**src/rtl/fb_pkg.sv**
```systemverilog
// Shared constants and FSM encoding for the 1-bit frame-buffer pixel fetch path.
package fb_pkg;
  localparam int FB_X_MAX = 160;
  localparam int FB_Y_MAX = 80;

  localparam logic [15:0] RGB565_WHITE = 16'hFFFF;
  localparam logic [15:0] RGB565_BLACK = 16'h0000;

  typedef enum logic [1:0] {
    ST_IDLE = 2'd0,
    ST_READ = 2'd1,
    ST_CAPT = 2'd2,
    ST_OOR  = 2'd3
  } fetch_state_t;

  function automatic logic [15:0] bit_to_rgb(input logic b, input logic [15:0] fg,
                                             input logic [15:0] bg);
    return b ? fg : bg;
  endfunction
endpackage

```
**src/rtl/fb_pixel_fetch_if.sv**
```systemverilog
// Bundles the pixel-request, writer and BRAM-side signals of fb_pixel_fetch.
interface fb_pixel_fetch_if #(
  parameter int ADDR_W = 14
);
  logic [7:0]        px_x;
  logic [6:0]        px_y;
  logic              next_pixel;
  logic [15:0]       color;
  logic              color_done;
  logic              wr_req;
  logic [ADDR_W-1:0] wr_addr;
  logic              wr_data;
  logic              wr_ack;
  logic [ADDR_W-1:0] mem_addr;
  logic              mem_din;
  logic              mem_dout;
  logic              mem_we;
  logic              busy;
  logic              ovf;

  modport slave (
    input  px_x, px_y, next_pixel, wr_req, wr_addr, wr_data, mem_dout,
    output color, color_done, wr_ack, mem_addr, mem_din, mem_we, busy, ovf
  );

  modport master (
    output px_x, px_y, next_pixel, wr_req, wr_addr, wr_data, mem_dout,
    input  color, color_done, wr_ack, mem_addr, mem_din, mem_we, busy, ovf
  );
endinterface

```
**src/rtl/fb_addr_calc.sv**
```systemverilog
// Maps a pixel coordinate to its frame-buffer bit address and flags off-screen requests.
module fb_addr_calc #(
  parameter int X_MAX     = 160,
  parameter int Y_MAX     = 80,
  parameter int ADDR_W    = 14,
  parameter int BASE_ADDR = 0
) (
  input  logic [7:0]        x,
  input  logic [6:0]        y,
  output logic              in_range,
  output logic [ADDR_W-1:0] addr
);
  logic [14:0] lin;

  // Range check uses the full-width coordinates so a truncated address can never alias.
  assign in_range = (32'(x) < 32'(X_MAX)) && (32'(y) < 32'(Y_MAX));
  assign lin      = 15'(32'(y) * 32'(X_MAX) + 32'(x));
  assign addr     = ADDR_W'(32'(BASE_ADDR) + 32'(lin));
endmodule

```
**src/rtl/fb_pixel_fetch.sv**
```systemverilog
// Serves st7735 pixel requests from a 1-bit frame buffer and arbitrates one writer into the same BRAM.
module fb_pixel_fetch
  import fb_pkg::*;
#(
  parameter int          X_MAX     = FB_X_MAX,
  parameter int          Y_MAX     = FB_Y_MAX,
  parameter int          ADDR_W    = 14,
  parameter int          BASE_ADDR = 0,
  parameter int          RD_LAT    = 1,
  parameter logic [15:0] FG_COLOR  = RGB565_WHITE,
  parameter logic [15:0] BG_COLOR  = RGB565_BLACK,
  parameter logic [15:0] OOR_COLOR = RGB565_BLACK
) (
  input  logic             clk,
  input  logic             rst,
  fb_pixel_fetch_if.slave  bus
);
  fetch_state_t      state_reg, state_next;
  logic [1:0]        cnt_reg, cnt_next;
  logic              prev_np_reg;
  logic              pend_reg, pend_next;
  logic              ovf_reg, ovf_next;
  logic              done_reg, done_next;
  logic [15:0]       color_reg, color_next;
  logic [ADDR_W-1:0] addr_reg, addr_next;

  logic              edge_det;
  logic              in_range;
  logic [ADDR_W-1:0] calc_addr;
  logic              mem_we;

  fb_addr_calc #(
    .X_MAX    (X_MAX),
    .Y_MAX    (Y_MAX),
    .ADDR_W   (ADDR_W),
    .BASE_ADDR(BASE_ADDR)
  ) u_addr_calc (
    .x       (bus.px_x),
    .y       (bus.px_y),
    .in_range(in_range),
    .addr    (calc_addr)
  );

  assign edge_det = bus.next_pixel & ~prev_np_reg;
  assign mem_we   = bus.wr_req & (state_reg == ST_IDLE) & ~edge_det & ~pend_reg;

  always_comb begin
    state_next = state_reg;
    cnt_next   = cnt_reg;
    pend_next  = pend_reg;
    ovf_next   = ovf_reg;
    done_next  = 1'b0;
    color_next = color_reg;
    addr_next  = addr_reg;

    case (state_reg)
      ST_IDLE: begin
        if (edge_det || pend_reg) begin
          // Serving the pending slot while a fresh edge arrives keeps that edge queued.
          pend_next = edge_det & pend_reg;
          cnt_next  = 2'd0;
          if (in_range) begin
            addr_next  = calc_addr;
            state_next = ST_READ;
          end else begin
            state_next = ST_OOR;
          end
        end
      end
      ST_READ: begin
        if (cnt_reg == 2'(RD_LAT - 1)) begin
          cnt_next   = 2'd0;
          state_next = ST_CAPT;
        end else begin
          cnt_next = cnt_reg + 2'd1;
        end
      end
      ST_CAPT: begin
        color_next = bit_to_rgb(bus.mem_dout, FG_COLOR, BG_COLOR);
        done_next  = 1'b1;
        state_next = ST_IDLE;
      end
      ST_OOR: begin
        color_next = OOR_COLOR;
        done_next  = 1'b1;
        state_next = ST_IDLE;
      end
      default: state_next = ST_IDLE;
    endcase

    if ((state_reg != ST_IDLE) && edge_det) begin
      if (pend_reg) ovf_next = 1'b1;
      else          pend_next = 1'b1;
    end
  end

  always_ff @(posedge clk or posedge rst) begin
    if (rst) begin
      state_reg   <= ST_IDLE;
      cnt_reg     <= 2'd0;
      prev_np_reg <= 1'b0;
      pend_reg    <= 1'b0;
      ovf_reg     <= 1'b0;
      done_reg    <= 1'b0;
      color_reg   <= BG_COLOR;
      addr_reg    <= '0;
    end else begin
      state_reg   <= state_next;
      cnt_reg     <= cnt_next;
      prev_np_reg <= bus.next_pixel;
      pend_reg    <= pend_next;
      ovf_reg     <= ovf_next;
      done_reg    <= done_next;
      color_reg   <= color_next;
      addr_reg    <= addr_next;
    end
  end

  assign bus.mem_we     = mem_we;
  assign bus.wr_ack     = mem_we;
  assign bus.mem_addr   = mem_we ? bus.wr_addr : addr_reg;
  assign bus.mem_din    = mem_we & bus.wr_data;
  assign bus.color      = color_reg;
  assign bus.color_done = done_reg;
  assign bus.busy       = (state_reg != ST_IDLE);
  assign bus.ovf        = ovf_reg;
endmodule
```
**src/flat_wrapper.sv**
```systemverilog
// flat-port wrapper written by rule: the top's interface ports become plain ports
module fb_pixel_fetch_flat import fb_pkg::*;
#(
  parameter int          X_MAX     = FB_X_MAX,
  parameter int          Y_MAX     = FB_Y_MAX,
  parameter int          ADDR_W    = 14,
  parameter int          BASE_ADDR = 0,
  parameter int          RD_LAT    = 1,
  parameter logic [15:0] FG_COLOR  = RGB565_WHITE,
  parameter logic [15:0] BG_COLOR  = RGB565_BLACK,
  parameter logic [15:0] OOR_COLOR = RGB565_BLACK
)
  (clk, rst, bus_px_x, bus_px_y, bus_next_pixel, bus_wr_req, bus_wr_addr, bus_wr_data, bus_mem_dout, bus_color, bus_color_done, bus_wr_ack, bus_mem_addr, bus_mem_din, bus_mem_we, bus_busy, bus_ovf);
  fb_pixel_fetch_if #(.ADDR_W(ADDR_W)) bus_i ();
  input  logic clk;
  input  logic rst;
  input wire logic [$bits(bus_i.px_x)-1:0] bus_px_x;
  input wire logic [$bits(bus_i.px_y)-1:0] bus_px_y;
  input wire logic [$bits(bus_i.next_pixel)-1:0] bus_next_pixel;
  input wire logic [$bits(bus_i.wr_req)-1:0] bus_wr_req;
  input wire logic [$bits(bus_i.wr_addr)-1:0] bus_wr_addr;
  input wire logic [$bits(bus_i.wr_data)-1:0] bus_wr_data;
  input wire logic [$bits(bus_i.mem_dout)-1:0] bus_mem_dout;
  output wire logic [$bits(bus_i.color)-1:0] bus_color;
  output wire logic [$bits(bus_i.color_done)-1:0] bus_color_done;
  output wire logic [$bits(bus_i.wr_ack)-1:0] bus_wr_ack;
  output wire logic [$bits(bus_i.mem_addr)-1:0] bus_mem_addr;
  output wire logic [$bits(bus_i.mem_din)-1:0] bus_mem_din;
  output wire logic [$bits(bus_i.mem_we)-1:0] bus_mem_we;
  output wire logic [$bits(bus_i.busy)-1:0] bus_busy;
  output wire logic [$bits(bus_i.ovf)-1:0] bus_ovf;
  assign bus_i.px_x = bus_px_x;
  assign bus_i.px_y = bus_px_y;
  assign bus_i.next_pixel = bus_next_pixel;
  assign bus_i.wr_req = bus_wr_req;
  assign bus_i.wr_addr = bus_wr_addr;
  assign bus_i.wr_data = bus_wr_data;
  assign bus_i.mem_dout = bus_mem_dout;
  assign bus_color = bus_i.color;
  assign bus_color_done = bus_i.color_done;
  assign bus_wr_ack = bus_i.wr_ack;
  assign bus_mem_addr = bus_i.mem_addr;
  assign bus_mem_din = bus_i.mem_din;
  assign bus_mem_we = bus_i.mem_we;
  assign bus_busy = bus_i.busy;
  assign bus_ovf = bus_i.ovf;
  fb_pixel_fetch #(.X_MAX(X_MAX), .Y_MAX(Y_MAX), .ADDR_W(ADDR_W), .BASE_ADDR(BASE_ADDR), .RD_LAT(RD_LAT), .FG_COLOR(FG_COLOR), .BG_COLOR(BG_COLOR), .OOR_COLOR(OOR_COLOR)) u_core (.clk(clk), .rst(rst), .bus(bus_i));
endmodule
```
**config.mk**
```make
export PLATFORM = sky130hd
export DESIGN_NAME = fb_pixel_fetch_flat
export DESIGN_NICKNAME = d
export VERILOG_FILES = /design/src/rtl/fb_pkg.sv /design/src/rtl/fb_pixel_fetch_if.sv /design/src/rtl/fb_addr_calc.sv /design/src/rtl/fb_pixel_fetch.sv /design/src/flat_wrapper.sv
export SDC_FILE = /design/constraint.sdc
export NUM_CORES = 1
export LEC_CHECK = 0
export CORE_UTILIZATION = 35
export CTS_CLUSTER_DIAMETER = 40
export DETAILED_ROUTE_END_ITERATION = 6
export PLACE_DENSITY = 0.64
export RECOVER_POWER = 50
export SETUP_SLACK_MARGIN = 0.05
export SYNTH_ARGS = -nofsm -noshare
export SYNTH_HDL_FRONTEND = slang
export SYNTH_SLANG_ARGS = --single-unit
```
**constraint.sdc**
```tcl
create_clock -name clk -period 2.3 [get_ports clk]
set_input_delay 0.345 -clock clk [delete_from_list [all_inputs] [get_ports clk]]
set_output_delay 0.345 -clock clk [all_outputs]
set_load 0.01 [all_outputs]
```
# Word-level counts from Yosys, hierarchy flattened
# Cells that the tools add are included.
[totals]
register_bits = 38
output_inout_bits = 36
[classes]
n_lt_le_gt_ge = 2
bitwise = 9
reduce_logical = 13
add_sub_neg = 2
eq_ne = 5
n_mul = 1
muxes = 15
[ops]
columns = ["cell", "count"]
rows = [
  ["$pmux W16 S2", 1],
  ["$mux W16", 1],
  ["$add A14 B8 Y14", 1],
  ["$mux W14", 1],
  ["$mux W2", 5],
  ["$mul A7 B3 Y9 const B", 1],
  ["$lt A8 B8 Y1 const B", 1],
  ["$lt A7 B7 Y1 const B", 1],
  ["$and A1 B1 Y1", 6],
  ["$pmux W2 S3", 1],
  ["$reduce_and A2 Y1", 3],
  ["$reduce_bool A2 Y1", 3],
  ["$mux W1", 5],
  ["$eq A2 B2 Y1 const B", 2],
  ["$logic_not A2 Y1", 2],
  ["$pmux W2 S2", 1],
  ["$not A1 Y1", 3],
  ["$reduce_and A3 Y1", 1],
  ["$add A2 B1 Y2 const B", 1],
  ["$eq A2 B1 Y1 const B", 1],
  ["$logic_and A1 B1 Y1", 2],
  ["$ne A2 B1 Y1 const B", 1],
  ["$ne A2 B2 Y1 const B", 1],
  ["$reduce_or A2 Y1", 1],
  ["$logic_or A1 B1 Y1", 1],
]

# Longest topological paths before layout
# Gate-level depths: netlist of the first run.
[logic_depth]
ltp_word = 7
ltp_mapped = 8

# By module
# From an unflattened synthesis of the first run, not the netlist that was laid out.
[unflattened]
cells_unflattened = 151
hier_area_um2 = 1737.9
[by_module_without_submodules]
columns = ["mod", "cells_per_inst", "area_each_um2", "instances"]
rows = [
  ["fb_pixel_fetch", 99, 1277.5, 1],
  ["fb_addr_calc", 52, 460.4, 1],
]

# Worst setup path before layout of the first run
# Ideal clock, no wire load.
[synth_timing]
kind = "input to register"
start = "input port bus_px_y[1]"
end = "register u_core.addr_reg[13]"
required_ps = 2175
arrival_ps = 2414
path_stages = 8
n_path_buf = 0
slack_ps = -239
path_cell_list = "ha_1 ha_1 fa_1 a211oi_1 o22ai_1 nor4b_2 xnor3_1 mux2_2"
[synth_between]
elab_chain_len = 3
word_cells_on_any_way = 5
classes_between = "add/sub (1); mul (1); order compare (1); reduce/logical (2)"
[synth_lines]
columns = ["element", "line", "text"]
rows = [
  ["from (decl)", "flat_wrapper.sv:18", "input wire logic [$bits(bus_i.px_y)-1:0] bus_px_y;"],
  ["parallel branches: the longest is 3 deep, another holds $add A14 B8 Y14", "--", ""],
  ["to (signal assigned)", "fb_pixel_fetch.sv:115", "addr_reg <= addr_next;"],
  ["to (decl)", "fb_pixel_fetch.sv:25", "logic [ADDR_W-1:0] addr_reg, addr_next;"],
]
# Several ways; the timed one is not identified.
# A chain may end at the register's enable or synchronous reset.

# Worst setup path in the final report of the first run
[layout_timing]
start = "input port bus_px_y[6]"
end = "register u_core.addr_reg[13]"
# Same word-level chain as after synthesis.

==> results.toml, run 1 <==
[flow_run]
max-cap-violations = 0

[hold_path]
hold_class = "reg2reg"
min_from = "u_core.state_reg[1]"

[critical_path]
cp_cell_sequence = "clkdlybuf4s50_1, ha_1, ha_4, a211oi_2, o22ai_1, nor4b_2, xnor3_1, mux2_4"
r2r-start = "u_core.state_reg[1]"
critPathMaxStageDelay_ns = 0.42
slowest_stage = "clkdlybuf4s50_1"
crit_start = "bus_px_y[6]"
arrival_ns = 2.40
critical_path.max_fanout = 3
critical_path_buf_inv_count = 1
path_class = "in2reg"
required_ns = 2.45
cp_top_family = "adder cells"
end_kind = "register"
r2r_slack_ns = 0.50
start_kind = "input pin"

[clock_network]
cts_tree = "done"
worstSkewPairLatency_ns = 0.26
clk_pin_slew_worst_paths_ns = 0.08
numCtsBuffers = 3
clock-sinks = 23
cts_max_path_buffers = 2
htree_levels = 1
hold_buffers = 0
cts-root-buf = "clkbuf_8"

[global_route]
grt_max_degree = 24
grt_pass1_vias = 1341
grt_pass1_wl_mm = 5.85
track_usage = 0.145
antenna_found_initial = 0
grt_overflow = 0

[placed_design]
place.gp.congestion = 0.717
io_buffers = 70
post-place-ws_ns = -0.657
hpwlAfterDp_mm = 2.81

[synth]
syn_area_um2 = 1650
synth_top_family_by_area = "simple AND/OR/NAND/NOR gates"
ys_types = 34
synth_edf_count = 0
synth_top_area_cell = "dfrtp_1"
synth-main-ff-cell = "dfrtp_1"
synth-compound-area-share = 0.110
synth_xor_area_frac = 0.0455
yosysWarnings = 0
seq_area_frac_synth = 0.349
syn_nets = 237
yosys-top-cells-count = "53 x nand2_1, 23 x dfrtp_1, 16 x buf_4"
synth_fa_ha_area_frac = 0.138
async_reset_ff_frac = 1.00
synth_top_area_frac = 0.349
synth.avg_cell_area_um2 = 8.91
synth_top_cells_by_area = "dfrtp_1 35%, nand2_1 12%, ha_1 11%"
ys_ff_latch = 23
synth_cells = 185
synth.most_common_cell = "nand2_1"
synth-simple-area-share = 0.202
muxShareOfSynthArea = 0.0546

[finish]
largest_reg_flops = 14
post-route-util = 0.590
nNetsFinal = 317
syn_to_final_growth_pct = 58.9
diodes = 0
drive_above_1_share = 0.223

[pwr]
power_density_nw_per_um2 = 900
leakagePower_nw = 1.28
ir_worst_vdd_v = 0.000354

[drt]
drtPass1Iterations = 6
viasPerCell = 4.54
routed_wl_mm = 3.70
antenna_left = 0
vias = 1436
first_iter_violations = 53
wl_per_cell_um = 11.7
drc = 14

[run_status]
violations = "DRC"
status = "finished with violations"

[sta]
finalSetupViolations = 0
final-hold-violation-count = 0
finalCritPeriodShare = 0.980
timing.fmax_mhz = 444
relSlewSlack = 0.217
slew_viol_final = 0
setup_slack_ns = 0.0468
fin_crit_ns = 2.25
rsz0062_at_grt = "yes"
tightest_slew_ns = 1.17
clock_skew_ns = 0.00433

[die]
num_io_pins = 71
row_count = 24
die_h_um = 70.6
core_region_area_um2 = 4440
start_util = 0.371
die_w_um = 70.6
die_area_um2 = 4990
## what timing repair did
item	CTS	global route
endpoints found under the setup margin	18	3
setup buffers	3	1
resized for setup	44	10
pin swaps	11	7
## cells in the final DEF, fill, tap and decap left out, types with 3 or more instances in the layout
cell type         n
nand2_1          53
clkdlybuf4s50_1  39
dfrtp_1          23
buf_4            21
dlygate4sd2_1    16
o21ai_0          10
ha_1              8
dlygate4sd3_1     8
nor2_1            7
mux2_2            7
inv_1             7
ha_4              7
xor2_1            4
a21o_1            3
clkbuf_8          3
buf_6             3
## routing by layer
metal | share of wire | global-route usage
met1 | 0.50 | 0.198
met2 | 0.45 | 0.239
met3 | 0.047 | 0.0199
met4 | 0.0078 | 0.0444
met5 | 0 | 0
## logic make-up (layout without fill, tap and decap cells)
group	count (synthesis)	in the layout
fa+ha+maj	17	17
simple gates	74	74
flops	23	23
compound gates	28	28
xor+xnor	7	7
buf+inv	28	107
mux	8	8
## worst register-to-register path, cell delays in order, from the launching register on
cell	delay (ns)
dfrtp_1	0.42
nor2_1	0.14
buf_4	0.14
o21ai_0	0.14
or2_2	0.49
mux2_4	0.35
## power by group
part	leakage, nW	total [W]	internal (W)	switching (W)
combinational	0.965	0.00143	0.000799	0.000634
sequential	0.287	0.000681	0.000567	0.000114
clock	0.0255	0.000244	0.000121	0.000123
## cell type report
class,instances,area [um2]
clock buffer,3,41.3
inverter,7,26.3
multi-input combinational,134,1030
tap,52,65.1
sequential,23,576
clock inverter,1,5.00
fill,398,1820
timing repair buffer,96,878
## final timing paths
kind | end | depth (start not counted)
setup / recovery | u_core.addr_reg[13] | 8
hold / removal | u_core.bus.color_done | 0
hold reg to reg | u_core.bus.color_done | 0
setup reg to reg | u_core.addr_reg[13] | 5
max in group asynchronous | u_core.addr_reg[11] | 3
min in group asynchronous | u_core.cnt_reg[1] | 3
## metrics by stage
| stage | instances | power (W) | setup TNS (ns) | hold slack [ns] | area, um2 |
|---|---|---|---|---|---|
| floorplan | 185 | 0.00151 | -0.0583 | 0.347 | 1700 |
| global placement | 308 | 0.00220 | -1.09 | 0.439 | 2500 |
| CTS | 315 | 0.00240 | 0 | 0.433 | 2600 |
| detailed placement | 308 | 0.00222 | -1.31 | 0.435 | 2500 |
| global route | 316 | 0.00254 | 0 | 0.491 | 2620 |
| finish | 316 | 0.00236 | 0 | 0.452 | 2620 |
Power figures use the tool's default switching activity.
==> run 2: changes to the inputs <==
--- a/config.mk
+++ b/config.mk
@@ -8,7 +8,7 @@
 export CORE_UTILIZATION = 35
 export CTS_CLUSTER_DIAMETER = 40
 export DETAILED_ROUTE_END_ITERATION = 6
-export PLACE_DENSITY = 0.64
+export PLACE_DENSITY = 0.73
 export RECOVER_POWER = 50
 export SETUP_SLACK_MARGIN = 0.05
 export SYNTH_ARGS = -nofsm -noshare
==> results.toml, run 2 (synthesis gave the netlist of run 1 again) <==
[global_route]
grt_pass1_wl_mm = 6.42
grt_overflow = 0
antenna_found_initial = 0
grt_max_degree = 24
grt_pass1_vias = 1443
track_usage = 0.163

[die]
die_area_um2 = 4990
die_w_um = 70.6
num_io_pins = 71
row_count = 24
start_util = 0.371
core_region_area_um2 = 4440
die_h_um = 70.6

[clock_network]
htree_levels = 1
clk_pin_slew_worst_paths_ns = 0.08
worstSkewPairLatency_ns = 0.27
cts_max_path_buffers = 2
clock-sinks = 23
numCtsBuffers = 3
cts-root-buf = "clkbuf_8"
cts_tree = "done"

[finish]
final-seq-area_um2 = 576
nNetsFinal = 319
final_common_cell = "nand2_1"
fillers = 414
mostFrequentLayoutCells = "53 x nand2_1, 40 x clkdlybuf4s50_1, 23 x buf_4, 23 x dfrtp_1, 16 x dlygate4sd2_1"
multiInputGateArea_um2 = 1050
syn_to_final_growth_pct = 60.5
largest_reg_flops = 14
diodes = 0
drive_above_1_share = 0.248
post-route-util = 0.596
final_cells = 318

[drt]
viasPerCell = 4.66
drc = 14
antenna_left = 0
drtPass1Iterations = 6
routed_wl_mm = 3.86
first_iter_violations = 88
vias = 1482
wl_per_cell_um = 12.1

[placed_design]
dp.cells = 310
io_buffers = 70
hpwlAfterDp_mm = 2.96
place.gp.congestion = 0.779
post-place-ws_ns = -0.676

[sta]
timing.fmax_mhz = 443
final-hold-violation-count = 0
fin_setup_tns_ns = 0
tightest_slew_ns = 1.20
slew_viol_final = 0
clock_skew_ns = 0.0114
rsz0062_at_grt = "yes"
relSlewSlack = 0.202
finalCritPeriodShare = 0.980
fin_crit_ns = 2.25
finalSetupViolations = 0
setup_slack_ns = 0.0450

[run_status]
status = "finished with violations"
violations = "DRC"

[pwr]
power_density_nw_per_um2 = 896
ir_worst_vdd_v = 0.000350
leakagePower_nw = 1.27

[critical_path]
end_kind = "register"
start_kind = "input pin"
r2r_slack_ns = 0.44
arrival_ns = 2.40
critical_path.max_fanout = 2
path_class = "in2reg"
required_ns = 2.45

[flow_run]
max-cap-violations = 0

[hold_path]
hold_class = "reg2reg"
## run 2: area by class of cell
type | count | share of cell area
Tap cell | 52 | 0.0246
Clock inverter | 1 | 0.00189
Multi-Input combinational cell | 134 | 0.397
Sequential cell | 23 | 0.217
Inverter | 7 | 0.00992
Timing Repair Buffer | 98 | 0.333
Clock buffer | 3 | 0.0156
## run 2: stage by stage
step	hold slack (ns)	area [um2]	power (W)
final	0.455	2650	0.00237
after floorplan	0.347	1700	0.00151
after CTS	0.421	2580	0.00239
after detailed placement	0.435	2500	0.00223
after global placement	0.428	2500	0.00219
after global routing	0.477	2650	0.00257
## run 2: final timing paths
path	start	endpoint	cells past startpoint
setup / recovery	bus_px_y[3]	u_core.addr_reg[13]	9
hold / removal	u_core.state_reg[1]	u_core.bus.color_done	0
setup reg to reg	u_core.state_reg[1]	u_core.addr_reg[13]	6
hold reg to reg	u_core.state_reg[1]	u_core.bus.color_done	0
max in group asynchronous	rst	u_core.addr_reg[3]	3
min in group asynchronous	rst	u_core.state_reg[1]	3
## run 2: worst max-delay path, stage by stage
cell,delay (ns)
buf_8,0.10
ha_4,0.23
ha_4,0.16
fa_2,0.37
xor2_2,0.15
nand4_1,0.20
nor4b_4,0.33
xnor3_1,0.24
mux2_4,0.27
## run 2: report_power, final
part	internal, W	switching [W]	total [W]
Clock	0.000121	0.000125	0.000246
Combinational	0.000800	0.000647	0.00145
Sequential	0.000567	0.000111	0.000679
## run 2: repair_timing
item                                    4_1_cts  5_1_grt
pin swaps                                    10       10
hold buffers                                  0        0
endpoints found under the setup margin       18        3
setup buffers                                 1        3
resized for setup                            41       20
## run 2: per-layer routing
layer,vias to the layer above,GRT usage,part of all wire
met5,-,0,0
met4,0,0.0533,0.014
met3,5,0.0171,0.052
met2,43,0.289,0.49
met1,670,0.208,0.44
li1,764,-,-
